**src/rtl/riscv_pkg.sv**
```systemverilog
// Shared RV32I definitions used by the core and its trace capture logic.
// Holds the retirement trace record format and its classification helper.
package riscv_pkg;

    localparam int XLEN = 32;

    typedef enum logic [1:0] {
        KIND_NONE  = 2'd0,
        KIND_REG   = 2'd1,
        KIND_STORE = 2'd2
    } trace_kind_e;

    typedef struct packed {
        trace_kind_e       kind;
        logic [XLEN-1:0]   pc;
        logic [XLEN-1:0]   instr;
        logic [4:0]        rd_addr;
        logic [XLEN-1:0]   rd_data;
        logic [XLEN-1:0]   mem_addr;
        logic [XLEN-1:0]   mem_data;
    } trace_rec_t;

    // A register write takes priority over a store when both are flagged.
    function automatic trace_kind_e classify_kind(input logic [4:0] rd_addr, input logic mem_wrt);
        if (rd_addr != 5'd0) begin
            return KIND_REG;
        end else if (mem_wrt) begin
            return KIND_STORE;
        end else begin
            return KIND_NONE;
        end
    endfunction

endpackage

```
**src/rtl/trace_fifo.sv**
```systemverilog
// Generic synchronous FIFO with separate occupancy count.
// Push while full is accepted only when a pop frees the head slot in the same cycle.
module trace_fifo #(
    parameter int  DEPTH = 16,
    parameter type T     = logic,
    localparam int AW    = $clog2(DEPTH),
    localparam int CW    = AW + 1
) (
    input  logic          clk,
    input  logic          rst_n,
    input  logic          push,
    input  T              wdata,
    input  logic          pop,
    output T              rdata,
    output logic          full,
    output logic          empty,
    output logic [CW-1:0] count
);

    T              mem_r [DEPTH];
    logic [AW-1:0] wr_ptr_r;
    logic [AW-1:0] rd_ptr_r;
    logic [CW-1:0] count_r;
    logic          do_push_s;
    logic          do_pop_s;

    assign full      = (count_r == CW'(DEPTH));
    assign empty     = (count_r == CW'(0));
    assign count     = count_r;
    assign do_pop_s  = pop && !empty;
    assign do_push_s = push && (!full || do_pop_s);
    assign rdata     = empty ? T'('0) : mem_r[rd_ptr_r];

    // Pointer and occupancy bookkeeping.
    always_ff @(posedge clk or negedge rst_n) begin
        if (!rst_n) begin
            wr_ptr_r <= AW'(0);
            rd_ptr_r <= AW'(0);
            count_r  <= CW'(0);
        end else begin
            if (do_push_s) begin
                wr_ptr_r <= wr_ptr_r + AW'(1);
            end
            if (do_pop_s) begin
                rd_ptr_r <= rd_ptr_r + AW'(1);
            end
            case ({do_push_s, do_pop_s})
                2'b10:   count_r <= count_r + CW'(1);
                2'b01:   count_r <= count_r - CW'(1);
                default: count_r <= count_r;
            endcase
        end
    end

    // Storage array; when full with push+pop the tail aliases the head being popped.
    always_ff @(posedge clk) begin
        if (do_push_s) begin
            mem_r[wr_ptr_r] <= wdata;
        end
    end

endmodule

```
**src/rtl/commit_trace_buffer.sv**
```systemverilog
// Retirement trace capture: filters write-back commits, classifies them and queues
// records for a valid/ready consumer, counting drops instead of stalling the core.
module commit_trace_buffer
    import riscv_pkg::*;
#(
    parameter int DEPTH = 16,
    parameter int CNT_W = 16
) (
    input  logic                     clk_i,
    input  logic                     rstn_i,
    input  logic                     commit_i,
    input  logic                     stall_i,
    input  logic [XLEN-1:0]          pc_i,
    input  logic [XLEN-1:0]          instr_i,
    input  logic [4:0]               rd_addr_i,
    input  logic [XLEN-1:0]          rd_data_i,
    input  logic                     mem_wrt_i,
    input  logic [XLEN-1:0]          mem_addr_i,
    input  logic [XLEN-1:0]          mem_data_i,
    output logic                     trace_valid_o,
    input  logic                     trace_ready_i,
    output trace_rec_t               trace_rec_o,
    output logic [$clog2(DEPTH):0]   count_o,
    output logic                     overflow_o,
    output logic [CNT_W-1:0]         drop_cnt_o,
    input  logic                     clr_i
);

    logic       cap_s;
    logic       pop_s;
    logic       full_s;
    logic       empty_s;
    logic       drop_s;
    trace_rec_t rec_s;
    logic       overflow_r;
    logic [CNT_W-1:0] drop_cnt_r;

    // A zero instruction word marks a flushed bubble; stalled cycles repeat the same retirement.
    assign cap_s  = commit_i && (instr_i != XLEN'(0)) && !stall_i;
    assign pop_s  = !empty_s && trace_ready_i;
    assign drop_s = cap_s && full_s && !pop_s;

    // Record assembly with fields irrelevant to the kind forced to zero.
    always_comb begin
        rec_s         = '0;
        rec_s.kind    = classify_kind(rd_addr_i, mem_wrt_i);
        rec_s.pc      = pc_i;
        rec_s.instr   = instr_i;
        rec_s.rd_addr = rd_addr_i;
        case (rec_s.kind)
            KIND_REG: begin
                rec_s.rd_data = rd_data_i;
            end
            KIND_STORE: begin
                rec_s.mem_addr = mem_addr_i;
                rec_s.mem_data = mem_data_i;
            end
            default: begin
                rec_s.rd_data = XLEN'(0);
            end
        endcase
    end

    trace_fifo #(
        .DEPTH (DEPTH),
        .T     (trace_rec_t)
    ) u_fifo (
        .clk   (clk_i),
        .rst_n (rstn_i),
        .push  (cap_s),
        .wdata (rec_s),
        .pop   (pop_s),
        .rdata (trace_rec_o),
        .full  (full_s),
        .empty (empty_s),
        .count (count_o)
    );

    assign trace_valid_o = !empty_s;

    // Sticky overflow flag and saturating drop counter; a same-cycle drop wins over clear.
    always_ff @(posedge clk_i or negedge rstn_i) begin
        if (!rstn_i) begin
            overflow_r <= 1'b0;
            drop_cnt_r <= CNT_W'(0);
        end else if (clr_i) begin
            overflow_r <= drop_s;
            drop_cnt_r <= drop_s ? CNT_W'(1) : CNT_W'(0);
        end else if (drop_s) begin
            overflow_r <= 1'b1;
            drop_cnt_r <= (drop_cnt_r == {CNT_W{1'b1}}) ? drop_cnt_r : drop_cnt_r + CNT_W'(1);
        end else begin
            overflow_r <= overflow_r;
            drop_cnt_r <= drop_cnt_r;
        end
    end

    assign overflow_o = overflow_r;
    assign drop_cnt_o = drop_cnt_r;

endmodule
```
**config.mk**
```make
export PLATFORM = sky130hd
export DESIGN_NAME = commit_trace_buffer
export DESIGN_NICKNAME = d
export VERILOG_FILES = /design/src/rtl/riscv_pkg.sv /design/src/rtl/trace_fifo.sv /design/src/rtl/commit_trace_buffer.sv
export SDC_FILE = /design/constraint.sdc
export NUM_CORES = 2
export LEC_CHECK = 0
export ABC_AREA = 1
export BUFFER_PORTS_ARGS = -buffer_cell sky130_fd_sc_hd__buf_2
export CORE_ASPECT_RATIO = 2
export CORE_MARGIN = 1.5
export CORE_UTILIZATION = 30
export CTS_CLUSTER_DIAMETER = 40
export DETAILED_ROUTE_END_ITERATION = 10
export PLACE_DENSITY = 0.46
export SYNTH_ARGS = -nofsm -noshare
export SYNTH_HDL_FRONTEND = slang
export SYNTH_SLANG_ARGS = --single-unit
```
**constraint.sdc**
```tcl
create_clock -name clk_i -period 19.7 [get_ports clk_i]
set_clock_uncertainty 0.2 [all_clocks]
set_input_delay 1.97 -clock clk_i [delete_from_list [all_inputs] [get_ports clk_i]]
set_output_delay 1.97 -clock clk_i [all_outputs]
set_load 0.03 [all_outputs]
```
Word-level counts from Yosys, hierarchy flattened
Memories as Yosys holds them, arrays and structs flattened.
Cells that the tools add are included.
{"block": "totals", "ff_bits": 30, "ramBits": 2672, "inputBits": 172, "out_inout_bits": 190, "wordCells": 50, "memories": 1}
{"memory": "u_fifo.mem_r", "depth": 16, "word_bits": 167, "rd": 1, "rd_clocked_by_memory_dff": 0, "wr": 1, "line": "trace_fifo.sv:20", "rtl": "T mem_r [DEPTH];"}
{"block": "classes", "add_sub_neg": 5, "n_eq_ne": 7, "mux": 14, "n_reduce_logical": 18}
{"op": "$mux 167", "n": 1}
{"op": "$mux 64", "n": 1}
{"op": "$mux 16", "n": 3}
{"op": "$mux 32", "n": 1}
{"op": "$reduce_bool 32->1", "n": 1}
{"op": "$add 16x1->16 const B", "n": 1}
{"op": "$eq 16x16->1 const B", "n": 1}
{"op": "$pmux 5 s2", "n": 1}
{"op": "$add 4x1->4 const B", "n": 2}
{"op": "$logic_and 1x1->1", "n": 7}
{"op": "$add 5x1->5 const B", "n": 1}
{"op": "$eq 5x5->1 const B", "n": 1}
{"op": "$logic_not 5->1", "n": 1}
{"op": "$mux 1", "n": 5}
{"op": "$reduce_bool 5->1", "n": 1}
{"op": "$sub 5x1->5 const B", "n": 1}
{"op": "$eq 2x1->1 const B", "n": 2}
{"op": "$eq 2x2->1 const B", "n": 2}
{"op": "$logic_not 1->1", "n": 4}
{"op": "$mux 2", "n": 2}
{"op": "$reduce_bool 2->1", "n": 2}
{"op": "$ne 2x2->1 const B", "n": 1}
{"op": "$reduce_and 2->1", "n": 1}
{"op": "$logic_or 1x1->1", "n": 1}

Longest topological paths before layout
{"block": "logic_depth", "ltp_word": 8, "depth_mapped": 18, "depth_no_buf": 18}

Hierarchy
Synthesis repeated with hierarchy kept, for this count alone.
{"block": "unflattened", "cells_unflattened": 9138, "area_unflattened_um2": 108960.8}
{"mod": "trace_fifo", "n_inst": 1, "cells_per_inst": 8721, "area_each_um2": 106811.2, "seq_area_each_um2": 80562.3}
{"mod": "commit_trace_buffer", "n_inst": 1, "cells_per_inst": 417, "area_each_um2": 2149.6, "seq_area_each_um2": 425.4}

Least setup slack after synthesis
OpenSTA, ideal clock, no wires.
{"block": "synth_timing", "kind": "input -> register", "start": "in instr_i[15]", "end": "mem u_fifo.mem_r[11][0] in the netlist's numbering (enable)", "setup_time_ns": 0.697, "t_arrival_ns": 9.642, "t_required_ns": 18.803, "setup_slack_ns": 9.161, "path_stages": 9, "path_buffers": 0, "cell_sequence": "nor2_1 > and2_1 > nand2_1 > nor2_1 > nand2_1 > nand3_1 > inv_1 > nand2_1 > nor2_1"}
{"block": "synth_via", "elab_chain_cells": 6}
{"element": "start, declared", "line": "commit_trace_buffer.sv:14", "rtl": "input logic [XLEN-1:0] instr_i,"}
{"element": "$reduce_bool 32->1", "line": "commit_trace_buffer.sv:39", "rtl": "assign cap_s = commit_i && (instr_i != XLEN'(0)) && !stall_i;"}
{"element": "$logic_and 1x1->1 (2 in a row)", "line": "commit_trace_buffer.sv:39"}
{"element": "$logic_and 1x1->1", "line": "trace_fifo.sv:31", "rtl": "assign do_push_s = push && (!full || do_pop_s);"}
{"element": "$mux 1", "line": "trace_fifo.sv:57", "rtl": "if (do_push_s) begin"}
{"element": "$mux 1 (not written as such)", "line": "trace_fifo.sv:58", "rtl": "mem_r[wr_ptr_r] <= wdata;"}
{"element": "end, declared", "line": "trace_fifo.sv:20"}
Every way passes these cells.

==> impl_results.html <==
<table>
<tr><th>Metric</th><th>Value</th></tr>
<tr><th colspan="2">Run status</th></tr>
<tr><td>Result of the run</td><td>complete, no violations</td></tr>
<tr><th colspan="2">Critical path</th></tr>
<tr><td>Endpoint type of the worst setup path</td><td>primary output</td></tr>
<tr><td>Data required time of the critical path</td><td>about 18 ns</td></tr>
<tr><td>Reg-to-reg endpoint</td><td>u_fifo.mem_r[9][150]$_DFFE_PP_</td></tr>
<tr><td>RR Startpoint</td><td>u_fifo.count[1]$_DFFE_PN0P_</td></tr>
<tr><td>Arrival @ worst endpoint</td><td>roughly 6.6 ns</td></tr>
<tr><td>Crit start category</td><td>flip-flop</td></tr>
<tr><td>CP Class</td><td>reg2out</td></tr>
<tr><td>Setup slack of the most critical reg-to-reg path</td><td>about 14 ns</td></tr>
<tr><td>Largest fanout of any net on the critical path</td><td>75</td></tr>
<tr><td>Worst r2r path cells</td><td>14</td></tr>
<tr><th colspan="2">Route</th></tr>
<tr><td>Routed vias/inst</td><td>around 5.3</td></tr>
<tr><td>DRT Wirelength</td><td>~340,000 um</td></tr>
<tr><td>Initial DRT Pass Iterations</td><td>6</td></tr>
<tr><td>Final routed DRC violation total</td><td>0</td></tr>
<tr><td>Via count</td><td>between 60,000 and 70,000</td></tr>
<tr><td>Wire per inst</td><td>between 20 and 30 um</td></tr>
<tr><td>Final antenna-violating net count</td><td>0</td></tr>
<tr><td>Initial detailed-routing violation count</td><td>approximately 5,900</td></tr>
<tr><th colspan="2">Synthesis</th></tr>
<tr><td>Cell count after synthesis</td><td>between 7,000 and 8,000</td></tr>
<tr><td>Distinct cells, synth</td><td>31</td></tr>
<tr><td>Synth Net Count</td><td>approximately 8,000</td></tr>
<tr><td>Average instance area after synthesis</td><td>between 10 and 15 sq um</td></tr>
<tr><td>Leading cell types by total area after synthesis</td><td>sky130_fd_sc_hd__edfxtp_1, sky130_fd_sc_hd__o21ai_0, sky130_fd_sc_hd__nor2_1, sky130_fd_sc_hd__o221ai_1, sky130_fd_sc_hd__o211ai_1</td></tr>
<tr><td>Share of the synthesized area in the top cell type</td><td>0.7572</td></tr>
<tr><td>Largest area contributor in the netlist</td><td>sky130_fd_sc_hd__edfxtp_1</td></tr>
<tr><td>Sequential share of the synthesized area</td><td>0.7643</td></tr>
<tr><td>Cell area after technology mapping</td><td>about 110,000 sq um</td></tr>
<tr><td>Synth warnings</td><td>0</td></tr>
<tr><td>Register bit count reported by yosys</td><td>approximately 2,700</td></tr>
<tr><th colspan="2">STA</th></tr>
<tr><td>Highest Clock Rate</td><td>0.1139 GHz</td></tr>
<tr><td>Worst-margin pin slew</td><td>between 1 and 1.5 ns</td></tr>
<tr><td>Final count of hold timing violations</td><td>0</td></tr>
<tr><td>Setup repair after global routing missed its margin</td><td>no</td></tr>
<tr><td>Final worst slack</td><td>around 11 ns</td></tr>
<tr><td>Final number of max-transition violations</td><td>0</td></tr>
<tr><td>Summed negative setup slack over all endpoints</td><td>0 ns</td></tr>
<tr><td>Tmin final</td><td>8.779 ns</td></tr>
<tr><td>Share of the clock period used by the worst path after layout</td><td>0.4456</td></tr>
<tr><td>Slew Limit Headroom</td><td>0.1264</td></tr>
<tr><td>Final number of setup-violating endpoints</td><td>0</td></tr>
<tr><th colspan="2">Floorplan</th></tr>
<tr><td>Chip Width</td><td>~420 um</td></tr>
<tr><td>Top-Level Pins</td><td>roughly 360</td></tr>
<tr><td>Row Count</td><td>~310</td></tr>
<tr><td>Core box area</td><td>351,500 sq um</td></tr>
<tr><td>DIE AREA</td><td>357,000 sq um</td></tr>
<tr><td>Initial cell density of the core</td><td>0.3015</td></tr>
<tr><td>Die extent in y</td><td>approximately 840 um</td></tr>
<tr><th colspan="2">Global routing</th></tr>
<tr><td>Pin count of the biggest net entering global routing</td><td>roughly 230</td></tr>
<tr><td>GRT overflow</td><td>0</td></tr>
<tr><td>Total GRT Usage</td><td>0.1863</td></tr>
<tr><td>Via count of the first global-routing pass</td><td>around 68,000</td></tr>
<tr><td>Antenna violations before repair</td><td>42</td></tr>
<tr><td>Global-route wire length before repair</td><td>around 490,000 um</td></tr>
<tr><th colspan="2">CTS</th></tr>
<tr><td>CTS Hold Bufs</td><td>0</td></tr>
<tr><td>Longest Clk Path Bufs</td><td>4</td></tr>
<tr><td>Clock insertion delay at the later pin of the skew report</td><td>approximately 0.88 ns</td></tr>
<tr><td># clock sinks</td><td>about 2,700</td></tr>
<tr><td>Maximum level of the CTS H-tree</td><td>5</td></tr>
<tr><td>Inserted Clock Buffers</td><td>around 300</td></tr>
<tr><td>CTS root buf</td><td>sky130_fd_sc_hd__clkbuf_16</td></tr>
<tr><td>Setup fix buffers added after clock tree synthesis</td><td>0</td></tr>
<tr><td>Clock-pin transition on the worst setup and hold timing paths</td><td>~0.06 ns</td></tr>
<tr><td>Gates resized, CTS repair</td><td>0</td></tr>
<tr><td>CTS tree</td><td>built</td></tr>
<tr><th colspan="2">Hold path</th></tr>
<tr><td>Class of the tightest hold or removal check</td><td>reg2reg</td></tr>
<tr><td>Worst Hold Launch</td><td>overflow_o$_DFFE_PN0P_</td></tr>
<tr><td>Hold path endpoint</td><td>overflow_o$_DFFE_PN0P_</td></tr>
<tr><td>Hold Path Stages</td><td>2</td></tr>
<tr><th colspan="2">Final layout</th></tr>
<tr><td>Post-layout instance count excluding filler cells</td><td>12,690</td></tr>
<tr><td>Ratio of cells with drive above 1 in the final layout</td><td>0.1216</td></tr>
<tr><td>Area growth, synth to finish</td><td>15.04%</td></tr>
<tr><td>Fill cells</td><td>33,950</td></tr>
<tr><td>Post-route cell area</td><td>between 100,000 and 150,000 sq um</td></tr>
<tr><td>Post-layout nets</td><td>roughly 8,000</td></tr>
<tr><th colspan="2">Place</th></tr>
<tr><td>Dpl cell area</td><td>about 110,000 sq um</td></tr>
<tr><td>Post-Place Worst Slack</td><td>11.77 ns</td></tr>
<tr><td>Total instance count after detailed placement</td><td>approximately 12,000</td></tr>
<tr><td>Number of buffers inserted by port buffering</td><td>about 360</td></tr>
<tr><td>HPWL Detailed</td><td>~170,000 um</td></tr>
<tr><td>Placer congestion estimate</td><td>between 0.7 and 0.8</td></tr>
<tr><th colspan="2">Pwr</th></tr>
<tr><td>Final Power</td><td>roughly 0.019 W</td></tr>
<tr><td>Pwr/cell area</td><td>approximately 150 nW/um^2</td></tr>
<tr><td>Worst IR drop on VDD</td><td>roughly 140 uV</td></tr>
<tr><td>Leak pwr</td><td>38.50 nW</td></tr>
<tr><th colspan="2">Flow run</th></tr>
<tr><td>Number of violations of the max-capacitance limit</td><td>0</td></tr>
</table>
## area by class of cell
class | count | area (sq um) | share of cell area
flip-flops and latches | 2702 | 81000 | 0.6645
clock inverters | 181 | 1983 | 0.01627
diodes | 11 | 27.53 | 0.0002258
clock buffers | 350 | 7844 | 0.06434
repair buffers | 486 | 2945 | 0.02416
well taps | 4650 | 5818 | 0.04773
multi-input cells | 4165 | 21700 | 0.1780
inverters | 142 | 579.3 | 0.004752
## metrics by stage
stage	hold WS, ns	util
2_1_floorplan	0.3836	-
3_3_place_gp	0.3146	0.3188
3_5_place_dp	0.3222	0.3188
4_1_cts	0.3364	0.3468
5_1_grt	0.3764	0.3468
6_report	0.3260	0.3469
## logic make-up after synthesis
group | after synthesis | share of synthesized area
compound gates | 2391 | 0.1366
fa+ha+maj | 10 | 0.001252
buf+inv | 730 | 0.03209
flops | 2702 | 0.7643
simple gates | 1742 | 0.06393
xor+xnor | 22 | 0.001818
## worst max-delay path: stages, from the launching register on
cell and delay, ns:
sky130_fd_sc_hd__dfrtp_4 0.91, sky130_fd_sc_hd__buf_4 0.74, sky130_fd_sc_hd__buf_4 0.82, sky130_fd_sc_hd__buf_4 0.77, sky130_fd_sc_hd__buf_4 0.74, sky130_fd_sc_hd__o21ai_0 0.20, sky130_fd_sc_hd__o221ai_1 0.23, sky130_fd_sc_hd__nand3_1 0.12
sky130_fd_sc_hd__a21oi_1 0.47, sky130_fd_sc_hd__buf_2 0.30
## synth_stat cells
library cell,instances
sky130_fd_sc_hd__o22ai_1,206
sky130_fd_sc_hd__nand2_1,107
sky130_fd_sc_hd__nand3_1,156
sky130_fd_sc_hd__inv_1,136
sky130_fd_sc_hd__o21ai_1,52
sky130_fd_sc_hd__nor2_1,1459
sky130_fd_sc_hd__and2_1,3
sky130_fd_sc_hd__buf_1,10
sky130_fd_sc_hd__edfxtp_1,2672
sky130_fd_sc_hd__o211ai_1,206
sky130_fd_sc_hd__dfrtp_1,30
sky130_fd_sc_hd__xnor2_1,3
sky130_fd_sc_hd__inv_4,1
sky130_fd_sc_hd__nand2_2,3
sky130_fd_sc_hd__a21oi_1,168
sky130_fd_sc_hd__a31oi_1,1
sky130_fd_sc_hd__o21ai_0,1295
sky130_fd_sc_hd__buf_2,76
sky130_fd_sc_hd__inv_2,1
sky130_fd_sc_hd__buf_6,39
sky130_fd_sc_hd__nor3_1,8
sky130_fd_sc_hd__o221ai_1,462
sky130_fd_sc_hd__buf_4,69
sky130_fd_sc_hd__fa_1,1
sky130_fd_sc_hd__nand4_1,6
sky130_fd_sc_hd__buf_8,1
sky130_fd_sc_hd__clkinv_1,4
sky130_fd_sc_hd__ha_1,9
sky130_fd_sc_hd__xor2_1,19
sky130_fd_sc_hd__o21bai_1,1
sky130_fd_sc_hd__clkbuf_1,393
## placed cells by master, fill, tap and decap left out, drive strengths merged, types with 9 or more instances in the layout
master and n:
a21oi 168, buf 486, bufinv 27, clkbuf 350
clkinv 90, clkinvlp 24, dfrtp 30, diode 11
edfxtp 2672, ha 9, inv 182, nand2 110
nand3 156, nor2 1459, o211ai 206, o21ai 1347
o221ai 462, o22ai 206, xor2 19
## power by group
| group | internal (W) | leakage [nW] | total, W | switching (W) |
|---|---|---|---|---|
| logic | 0.00156 | 9.16 | 0.00643 | 0.00487 |
| registers | 0.00658 | 24.6 | 0.00673 | 0.000150 |
| clock network | 0.00326 | 4.74 | 0.00566 | 0.00241 |
## sequential cells by signal, summed over array words and instances (netlist names)
| register | cells |
|---|---|
| u_fifo.mem_r | 2672 |
| drop_cnt_o | 16 |
| u_fifo.count | 5 |
| u_fifo.wr_ptr_r | 4 |
| u_fifo.rd_ptr_r | 4 |
| overflow_o | 1 |
## routing by layer
layer / vias up / GRT usage / share of wire
met5: - / 0 / 0.00024
met4: 14 / 0.06443 / 0.033
met3: 515 / 0.02971 / 0.058
met2: 2358 / 0.3146 / 0.49
met1: 34860 / 0.2417 / 0.42
li1: 29440 / - / -
## how the worst max path moves through the flow
stage | startpoint | to | slack (ns)
floorplan | instr_i[15] | u_fifo.mem_r[11][0]$_DFFE_PP_ | 9.16
global placement | u_fifo.rd_ptr_r[1]$_DFFE_PN0P_ | trace_rec_o[113] | 11.80
detailed placement | u_fifo.rd_ptr_r[1]$_DFFE_PN0P_ | trace_rec_o[113] | 11.77
CTS | u_fifo.rd_ptr_r[1]$_DFFE_PN0P_ | trace_rec_o[113] | 10.78
global route | u_fifo.rd_ptr_r[1]$_DFFE_PN0P_ | trace_rec_o[103] | 10.57
finish | u_fifo.rd_ptr_r[1]$_DFFE_PN0P_ | trace_rec_o[112] | 10.92
No activity file was read; power rests on OpenSTA's default activity.
